==> src/rtl/reset_seq_pkg.sv <==
// Shared types and widths for the reset sequencer: FSM state encoding,
// step/timeout counter width and failing-domain index width.
package reset_seq_pkg;

    localparam int CNT_W     = 8;
    localparam int ERR_DOM_W = 3;

    typedef enum logic [2:0] {
        HOLD,
        DELAY,
        ACK,
        DONE,
        ERR
    } seq_state_t;

endpackage

==> src/rtl/reset_seq_ack_sync.sv <==
// Two-flop synchronizer bank that brings each domain's srst_n acknowledge
// into the mclk domain before the sequencer looks at it.
module reset_seq_ack_sync #(
    parameter int NUM_DOM = 4
) (
    input  logic               mclk,
    input  logic               reset,
    input  logic [NUM_DOM-1:0] dom_ack,
    output logic [NUM_DOM-1:0] ack_sync
);

    generate
        for (genvar gi = 0; gi < NUM_DOM; gi++) begin : g_sync
            logic meta_reg;
            logic sync_reg;

            always_ff @(posedge mclk) begin
                if (reset) begin
                    meta_reg <= 1'b0;
                    sync_reg <= 1'b0;
                end else begin
                    meta_reg <= dom_ack[gi];
                    sync_reg <= meta_reg;
                end
            end

            assign ack_sync[gi] = sync_reg;
        end
    endgenerate

endmodule

==> src/rtl/reset_seq_ctrl.sv <==
// Releases NUM_DOM reset domains one at a time in ascending order, waiting
// for each domain's acknowledge, with a bounded wait and a scan bypass.
import reset_seq_pkg::*;

module reset_seq_ctrl #(
    parameter int NUM_DOM = 4,
    parameter int TMO_CYC = 255
) (
    input  logic                 mclk,
    input  logic                 reset,
    input  logic                 scan_mode,
    input  logic [7:0]           cfg_dly,
    input  logic                 sw_rst_req,
    input  logic [NUM_DOM-1:0]   dom_ack,
    output logic [NUM_DOM-1:0]   dom_rst_n,
    output logic                 seq_busy,
    output logic                 seq_done,
    output logic                 seq_err,
    output logic [ERR_DOM_W-1:0] err_dom
);

    localparam logic [ERR_DOM_W-1:0] LAST_IDX = ERR_DOM_W'(NUM_DOM - 1);
    localparam logic [CNT_W-1:0]     TMO_LIM  = CNT_W'(TMO_CYC);

    seq_state_t           state_reg;
    logic [CNT_W-1:0]     step_cnt_reg;
    logic [CNT_W-1:0]     tmo_cnt_reg;
    logic [ERR_DOM_W-1:0] idx_reg;
    logic [NUM_DOM-1:0]   rst_n_reg;
    logic                 busy_reg;
    logic                 done_reg;
    logic                 err_reg;
    logic [ERR_DOM_W-1:0] err_dom_reg;

    logic [NUM_DOM-1:0]   ack_sync;
    logic [NUM_DOM-1:0]   idx_dec;
    logic                 ack_cur;

    reset_seq_ack_sync #(
        .NUM_DOM (NUM_DOM)
    ) u_ack_sync (
        .mclk     (mclk),
        .reset    (reset),
        .dom_ack  (dom_ack),
        .ack_sync (ack_sync)
    );

    // One-hot of the current domain; only its acknowledge is ever looked at.
    generate
        for (genvar gi = 0; gi < NUM_DOM; gi++) begin : g_dec
            assign idx_dec[gi]   = (idx_reg == ERR_DOM_W'(gi));
            assign dom_rst_n[gi] = scan_mode ? ~reset : rst_n_reg[gi];
        end
    endgenerate

    assign ack_cur = |(ack_sync & idx_dec);

    always_ff @(posedge mclk) begin
        if (reset || sw_rst_req) begin
            state_reg    <= HOLD;
            step_cnt_reg <= '0;
            tmo_cnt_reg  <= '0;
            idx_reg      <= '0;
            rst_n_reg    <= '0;
            busy_reg     <= 1'b1;
            done_reg     <= 1'b0;
            err_reg      <= 1'b0;
            if (reset) begin
                err_dom_reg <= '0;
            end
        end else begin
            case (state_reg)
                HOLD: begin
                    if (step_cnt_reg == cfg_dly) begin
                        state_reg    <= DELAY;
                        step_cnt_reg <= '0;
                        idx_reg      <= '0;
                    end else begin
                        step_cnt_reg <= step_cnt_reg + CNT_W'(1);
                    end
                end
                DELAY: begin
                    if (step_cnt_reg == cfg_dly) begin
                        rst_n_reg    <= rst_n_reg | idx_dec;
                        state_reg    <= ACK;
                        step_cnt_reg <= '0;
                        tmo_cnt_reg  <= '0;
                    end else begin
                        step_cnt_reg <= step_cnt_reg + CNT_W'(1);
                    end
                end
                ACK: begin
                    if (ack_cur) begin
                        if (idx_reg == LAST_IDX) begin
                            state_reg <= DONE;
                            busy_reg  <= 1'b0;
                            done_reg  <= 1'b1;
                        end else begin
                            idx_reg      <= idx_reg + ERR_DOM_W'(1);
                            state_reg    <= DELAY;
                            step_cnt_reg <= '0;
                        end
                    end else if (tmo_cnt_reg == TMO_LIM) begin
                        state_reg   <= ERR;
                        err_dom_reg <= idx_reg;
                        rst_n_reg   <= '0;
                        busy_reg    <= 1'b0;
                        err_reg     <= 1'b1;
                    end else begin
                        // Stops at the limit, so it can never wrap.
                        tmo_cnt_reg <= tmo_cnt_reg + CNT_W'(1);
                    end
                end
                DONE, ERR: begin
                end
                default: begin
                    state_reg <= HOLD;
                end
            endcase
        end
    end

    assign seq_busy = busy_reg;
    assign seq_done = done_reg;
    assign seq_err  = err_reg;
    assign err_dom  = err_dom_reg;

endmodule

==> config.mk <==
export PLATFORM = sky130hd
export DESIGN_NAME = reset_seq_ctrl
export DESIGN_NICKNAME = d
export VERILOG_FILES = /design/src/rtl/reset_seq_pkg.sv /design/src/rtl/reset_seq_ack_sync.sv /design/src/rtl/reset_seq_ctrl.sv
export SDC_FILE = /design/constraint.sdc
export NUM_CORES = 1
export LEC_CHECK = 0
export BUFFER_PORTS_ARGS = -buffer_cell sky130_fd_sc_hd__buf_2
export CAP_MARGIN = 20
export CORE_UTILIZATION = 39
export DETAILED_ROUTE_END_ITERATION = 8
export PLACE_DENSITY = 0.58
export SYNTH_ARGS = -nofsm -noshare
export SYNTH_HDL_FRONTEND = slang
export SYNTH_HIERARCHICAL = 1
export SYNTH_SLANG_ARGS = --single-unit
==> constraint.sdc <==
create_clock -name mclk -period 3.16 [get_ports mclk]
set_clock_uncertainty 0.15 [all_clocks]
set_input_delay 0.474 -clock mclk [delete_from_list [all_inputs] [get_ports mclk]]
set_output_delay 0.474 -clock mclk [all_outputs]
set_load 0.02 [all_outputs]
# --- Yosys cells after proc, flatten, opt, wreduce, memory -nomap -nowiden ---
# Index checks and enable logic that the tools add are counted.
totals:
  reg_bits: 40
  inputBits: 16
  output_inout_bits: 10
  elab_cells: 100
op_classes:
  add_sub_neg: 3
  n_eq_ne: 20
  muxes: 34
  bitwise: 5
  n_reduce_logical: 21
ops:
  columns: ["operator", "count"]
  rows:
  - ["$mux 8", 6]
  - ["$mux 3", 12]
  - ["$pmux 8 s2", 2]
  - ["$reduce_and 4->1", 5]
  - ["$ne 2x2->1 const B", 9]
  - ["$add 8x1->8 const B", 2]
  - ["$eq 3x2->1 const B", 4]
  - ["$mux 4", 3]
  - ["$pmux 3 s4", 1]
  - ["$reduce_and 3->1", 4]
  - ["$reduce_bool 2->1", 6]
  - ["$eq 8x8->1", 1]
  - ["$eq 8x8->1 const B", 1]
  - ["$pmux 4 s2", 1]
  - ["$mux 1", 7]
  - ["$eq 3x1->1 const B", 2]
  - ["$logic_not 3->1", 2]
  - ["$pmux 3 s2", 1]
  - ["$and 4x4->4", 1]
  - ["$or 4x4->4", 1]
  - ["$reduce_or 2->1", 2]
  - ["$reduce_or 4->1", 1]
  - ["$add 3x1->3 const B", 1]
  - ["$eq 3x3->1 const B", 1]
  - ["5 further kinds", 7]

# --- Logic depth before layout (Yosys ltp) ---
# Gate-level depths: netlist of the first run.
logic_depth:
  ltp_word: 6
  ltp_mapped: 8
  ltp_nobuf: 7

# --- Cells and area by module ---
# Netlist of the first run, hierarchy kept.
by_module_without_submodules:
  columns: ["module", "n_inst", "cells_each", "area_each_um2", "seq_area_each_um2"]
  rows:
  - ["reset_seq_ctrl", 1, 192, 1747.9, 670.6]
  - ["reset_seq_ack_sync", 1, 20, 240.2, 160.2]

# --- Worst setup path before layout of the first run ---
# No wires, ideal clock.
synth_path:
  kind: "reg-to-reg"
  start: "register idx_reg[0]"
  end: "register err_dom_reg[0] (netlist: err_dom[0]), enable pin"
  setup_ns: 0.326
  arrival_ns: 2.000
  required_time_ns: 2.684
  setup_slack_ns: 0.684
  path_stages_with_launch: 8
  path_buffers: 1
  synth_period_minus_slack_ns: 2.476
  path_cell_list: "dfxtp_1 > inv_1 > ha_1 > a222oi_1 > o21ai_2 > or3_1 > buf_6 > o21bai_1"
synth_between:
  elab_chain_cells: 5
  elab_cells_between_ends: 8
  classes_between: "eq/ne (4); bitwise (1); reduce/logical (3)"
synth_rtl:
  columns: ["item", "line_no", "text"]
  rows:
  - ["from (decl)", "reset_seq_ctrl.sv:28", "logic [ERR_DOM_W-1:0] idx_reg;"]
  - ["from (signal assigned)", "reset_seq_ctrl.sv:99", "idx_reg <= idx_reg + ERR_DOM_W'(1);"]
  - ["$eq 3x1->1 (tied with other cells)", "reset_seq_ctrl.sv:51", "assign idx_dec[gi] = (idx_reg == ERR_DOM_W'(gi));"]
  - ["$and 4x4->4 *", "reset_seq_ctrl.sv:56", "assign ack_cur = |(ack_sync & idx_dec);"]
  - ["$reduce_or 4->1 *", "reset_seq_ctrl.sv:56", null]
  - ["$ne 2x1->1 (no line) *", null, null]
  - ["$reduce_and 4->1 (no line) *", null, null]
  - ["to (signal assigned)", "reset_seq_ctrl.sv:105", "err_dom_reg <= idx_reg;"]
  - ["to (decl)", "reset_seq_ctrl.sv:33", "logic [ERR_DOM_W-1:0] err_dom_reg;"]
# Mark *: on every way between the ends. The rest lies on a longest branch, timed or not.
# A chain may end at the register's enable or synchronous reset.

# --- Worst setup path in the final report of the first run ---
layout_path:
  start: "register idx_reg[0]"
  end: "register err_dom_reg[2] (netlist: err_dom[2]), enable pin"
# Same word-level chain as after synthesis.

==> results of run 1 <==
per-layer routing:
metal	GRT usage [%]	vias up
met1	22.7	771
li1	-	832
met2	23.4	34
met5	0	-
met3	4.94	7
met4	5.77	0
layout by cell type, fill, tap and decap left out, drive strengths merged, types with 2 or more instances in the layout:
cell type  count
dfxtp         37
buf           27
nand3         21
nand2         18
inv           11
xor2           8
nor2b          8
ha             7
nor2           7
o21ai          7
nor4           7
o31ai          6
clkbuf         6
o21a           5
a32o           5
nor3           5
a21oi          4
a41o           4
or3            4
o22ai          3
a31oi          3
and3           3
edfxtp         3
and2           2
and4           2
or2            2
a22oi          2
a2bb2oi        2
nand4          2
a31o           2
where the power goes:
group          switching [mW]  internal, mW  total (mW)
Combinational          0.0329        0.0223      0.0552
Clock                   0.178         0.153       0.331
Sequential            0.00395         0.517       0.521
Total                   0.215         0.692       0.907
metrics by stage:
stage               utilization [%]  power, mW
floorplan                         -      0.568
global placement               44.3      0.588
detailed placement             44.3      0.588
CTS                            46.0      0.913
global route                   46.0      0.946
finish                         46.0      0.907
worst max path at each step:
| stage | start | end | slack, ns |
|---|---|---|---|
| global route | idx_reg[0] | err_dom[2] | 0.25 |
| finish | idx_reg[0] | err_dom[2] | 0.40 |
| CTS | idx_reg[0] | err_dom[2] | 0.41 |
| global placement | idx_reg[0] | err_dom[0] | 0.50 |
| floorplan | idx_reg[0] | err_dom[0] | 0.68 |
| detailed placement | idx_reg[0] | err_dom[0] | 0.42 |
critical path: stages (launching register included):
cell,delay [ns]
dfxtp_1,0.37
inv_1,0.10
ha_1,0.22
a222oi_1,0.58
o21ai_2,0.19
or3_1,0.53
o21bai_1,0.30
area by class of cell:
cell class / count / share of cell area, %
well taps: 67 / 3.78
inverters: 11 / 1.86
flip-flops and latches: 40 / 37.5
clock inverters: 2 / 0.508
repair buffers: 27 / 6.32
clock buffers: 6 / 3.27
multi-input cells: 151 / 46.8
cells by family (layout without fill, tap and decap cells):
| logic type | count (synthesis) | in the layout | synth area share, % |
|---|---|---|---|
| xor+xnor | 9 | 9 | 3.96 |
| mux | 1 | 1 | 0.503 |
| compound gates | 51 | 51 | 19.9 |
| buf+inv | 21 | 46 | 6.04 |
| flops | 40 | 40 | 41.8 |
| fa+ha+maj | 7 | 7 | 4.41 |
| simple gates | 83 | 83 | 23.4 |
==> metrics.md, run 1 <==
| Metric | Value |
|---|---|
| Area grow syn2layout | 11.5% |
| Synth Flop Type | dfxtp_1 |
| Number of top-level pins | 26 |
| Global-route wire length before repair | about 6.6 mm |
| Syn Area/Cell | 9.38 µm² |
| Fin Hold WS | roughly 0.24 ns |
| Reg2Reg Depth | 6 |
| Crit share post-route | 87.3% |
| # rows | 25 |
| Post-synthesis register bit count | 40 |
| Total negative setup slack | 0 ns |
| Finished Layout Cells | 304 |
| First-pass DRT Iterations | 4 |
| Worst vdd ir | 260 µV |
| Clk sinks | 40 |
| Yosys top cell by area | dfxtp_1 |
| Die W | 73.4 µm |
| WL per Instance | 13.0 µm |
| Largest net degree at the start of global routing | 16 |
| WL met1 | 2.01 mm |
| Clk root buf | clkbuf_8 |
| Die area | about 5400 µm² |
| Starting DRT DRC Count | 100 |
| DP Wirelength | between 2 and 3 mm |
| Fmax | about 360 MHz |
| Average vias per placed instance | 5.41 |
| Fillers | roughly 520 |
| Antenna diodes | 0 |
| DRC Markers | 0 |
| Async set-reset flop share out of synthesis | 0% |
| Layout cells sized above 1 | 19.4% |
| CTS clk-pin slew, worst paths | 0.08 ns |
| Hold depth | 2 |
| CTS Buf Count | 5 |
| Post-CTS Hold Fix Bufs | 0 |
| Worst r2r dst | err_dom[2] |
| Port buffer count | 25 |
| Pwr dens | 409 nW/µm² |
| Placed Cells | 296 |
| Rel. slew slack | ~56% |
| Synth warn | 6 |
| Worst-Skew Late Latency | 0.30 ns |
| Endpoint of the worst hold path | u_ack_sync/g_sync[0].meta_reg |
| Share of the synthesized area in the top cell type | 37.3% |
| H-tree depth | 2 |
| Setup CP Type | reg2reg |
| Number of global-route vias before repair | 1371 |
| Most frequent cells after synthesis | 37 x dfxtp_1, 21 x nand3_1, 17 x nand2_1, 11 x inv_1 |
| RSZ-0062 raised after global routing | false |
| Total core area | about 4800 µm² |
| Tmin final | 2.76 ns |
| Grt total ovfl | 0 |
| Netlist cell types | 49 |
| Final count of pins violating max slew | 0 |
| Reg-to-reg setup timing slack | 0.40 ns |
| GRT Resource Usage Total | 16.2% |
| Worst Tran Pin Value | 0.661 ns |
| Fin. Hold Viols | 0 |
| Clock tree buffer depth | 2 |
| Kind of end point of the critical path | flip-flop |
| Initial antenna violation count | 0 |
| Worst hold path class | in2reg |
| Final instance area | 2220 µm² |
| Max cap viols | 0 |
| Post-synth net total | 235 |
| CTS tree | done |
| Max Fanout on Critical Path | 7 |
| EDFF count, synth | 3 |
| Gpl congestion | 0.736 |
| CP startpoint kind | flip-flop |
| Setup violators final | 0 |
| Initial Utilization | between 40% and 50% |
| DR WL met3 | 190 µm |
| Multi-input logic area | 1040 µm² |
| PnR worst setup slack | 0.402 ns |
| Most common cell in the netlist | dfxtp_1 |
| Antenna Nets Post-Route | 0 |
| Worst EP arrival | ~2.6 ns |
| Area after DPL | 2130 µm² |
| Max Used Layer | met4 |
| CP required | between 2 and 3 ns |
| Total length of routed wires | ~4.0 mm |
| Post-CTS sizing | 0 |
| R2r startpoint | idx_reg[0] |
| Synth top area cells | dfxtp_1 37%, nand3_1 5.3%, edfxtp_1 4.5% |
| Place WS | 0.418 ns |
| Sequential-to-total area share from yosys stat | 41.8% |
| Vias | 1644 |
| Met2 WL | roughly 1.7 mm |
| Final net count | 259 |
| Die Ht | between 70 and 80 µm |
| Synthesized area | about 2000 µm² |
| Post-Synthesis Cells | 212 |
| Beginning of the worst hold path | dom_ack[0] |
| Register Area | 831 µm² |
| Post-CTS Setup Inserts | 0 |
| Run status | finished clean |
| Leakage | 0.852 nW |
Power figures use the tool's default switching activity.
==> run 2, diff against run 1 <==
Settings changed: CORE_ASPECT_RATIO set to 1.4.
Clock period 3.16 ns to 3.1 ns, I/O delays scaled along.
==> metrics.md, run 2 (synthesized netlist as in run 1, its figures left out) <==
| Metric | Value |
|---|---|
| Total power | 1.03 mW |
| Fin. Hold Viols | 0 |
| CTS Buf Count | 5 |
| Largest net degree at the start of global routing | 15 |
| Register Area | 831 µm² |
| Setup CP Type | reg2reg |
| Total length of routed wires | 4.13 mm |
| Reg2Reg Depth | 6 |
| WL per Instance | 13.7 µm |
| Clock tree buffer depth | 2 |
| Worst EP arrival | 2.60 ns |
| Starting DRT DRC Count | 47 |
| Worst hold path class | in2reg |
| Max cap viols | 0 |
| Beginning of the worst hold path | dom_ack[0] |
| Global-route wire length before repair | 7.02 mm |
| Initial antenna violation count | 0 |
| Multi-input logic area | roughly 1000 µm² |
| Gpl congestion | 0.774 |
| Setup violators final | 0 |
| Total core area | 4880 µm² |
| # rows | 30 |
| Max Fanout on Critical Path | 7 |
| Total negative setup slack | 0 ns |
| Critical Path Start | idx_reg[0] |
| GRT Resource Usage Total | 16.8% |
| H-tree depth | 2 |
| Die area | 5390 µm² |
| First-pass DRT Iterations | 4 |
| Crit share post-route | 89.5% |
| CTS tree | done |
| Antenna diodes | 0 |
| DRC Markers | 0 |
| Area after DPL | about 2100 µm² |
| Post-CTS Hold Fix Bufs | 0 |
| Kind of end point of the critical path | flip-flop |
| Antenna Nets Post-Route | 0 |
| Die W | 62.3 µm |
| Area grow syn2layout | 13.2% |
| Worst Tran Pin Value | a little under 0.7 ns |
| Worst vdd ir | 266 µV |
| Tmin final | 2.77 ns |
| Rel. slew slack | 54.3% |
| CP required | a little under 3 ns |
| Initial Utilization | between 40% and 50% |
| Die Ht | 86.5 µm |
| Average vias per placed instance | 5.47 |
| Run status | finished clean |
| Worst-Skew Late Latency | ~0.29 ns |
| Leakage | 0.874 nW |
| R2r startpoint | idx_reg[0] |
| Commonest non-fill, non-tap cell in the layout | dfxtp_1 |
| Grt total ovfl | 0 |
| Final net count | 259 |
| Commonest cells after routing, fill and taps aside | 37 x dfxtp_1, 25 x buf_2, 21 x nand3_1 |
| Hold depth | 2 |
| Post-CTS Setup Inserts | 0 |
| Fmax | 361 MHz |
| CTS clk-pin slew, worst paths | 0.08 ns |
| Post-CTS sizing | 0 |
| Number of top-level pins | 26 |
| Clk sinks | 40 |
| Pwr dens | 457 nW/µm² |
| Clk root buf | clkbuf_8 |
| Layout cells sized above 1 | 20.3% |
| RSZ-0062 raised after global routing | false |
| Fillers | 504 |
| CP startpoint kind | flip-flop |
| Final count of pins violating max slew | 0 |
| Final instance area | 2250 µm² |
| Port buffer count | 25 |
| Vias | 1647 |
| DP Wirelength | about 3.2 mm |
| Number of global-route vias before repair | between 1500 and 2000 |
==> run 2: path summary, 6_finish.rpt <==
path,endpoint,slack (ns)
setup / recovery,err_dom[1],0.33
hold / removal,u_ack_sync/g_sync[0].meta_reg,0.23
setup reg to reg,err_dom[1],0.33
hold reg to reg,u_ack_sync/g_sync[3].sync_reg,0.29
==> run 2: power by group <==
group / switching [mW] / leakage (nW) / internal (mW)
clock: 0.179 / 0.0614 / 0.263
combinational: 0.0331 / 0.482 / 0.0227
sequential: 0.00435 / 0.331 / 0.527
total: 0.217 / 0.874 / 0.813
==> run 2: worst max-delay path, cell delays in order, from the launching register on <==
cell and delay (ns):
dfxtp_1 0.37, inv_1 0.09, ha_1 0.21, a222oi_1 0.60
o21ai_2 0.19, or3_1 0.53, o21bai_1 0.32
==> run 2: layer usage <==
metal	part of all wire, %	wire (µm)	global-route usage, %	vias up
met3	3.7	152	4.61	7
met1	42	1740	16.8	767
met2	52	2150	32.1	38
met4	2.1	85	8.03	0
li1	-	-	-	835
met5	0	0	0	-
==> run 2: through the flow <==
step / worst slack [ns] / utilization, % / instances / hold WS (ns)
after floorplan: 0.624 / - / 212 / 0.264
after global routing: 0.182 / 46.1 / 301 / 0.217
after global placement: 0.431 / 43.6 / 293 / 0.266
after detailed placement: 0.349 / 43.6 / 293 / 0.277
final: 0.326 / 46.1 / 301 / 0.230
after CTS: 0.333 / 46.1 / 301 / 0.226
==> run 2: cell type report <==
type / instances / share of cell area, %
clock buffer: 6 / 3.67
clock inverter: 2 / 1.72
inverter: 11 / 1.83
multi-input combinational: 151 / 46.1
sequential: 40 / 36.9
tap: 64 / 3.56
timing repair buffer: 27 / 6.23
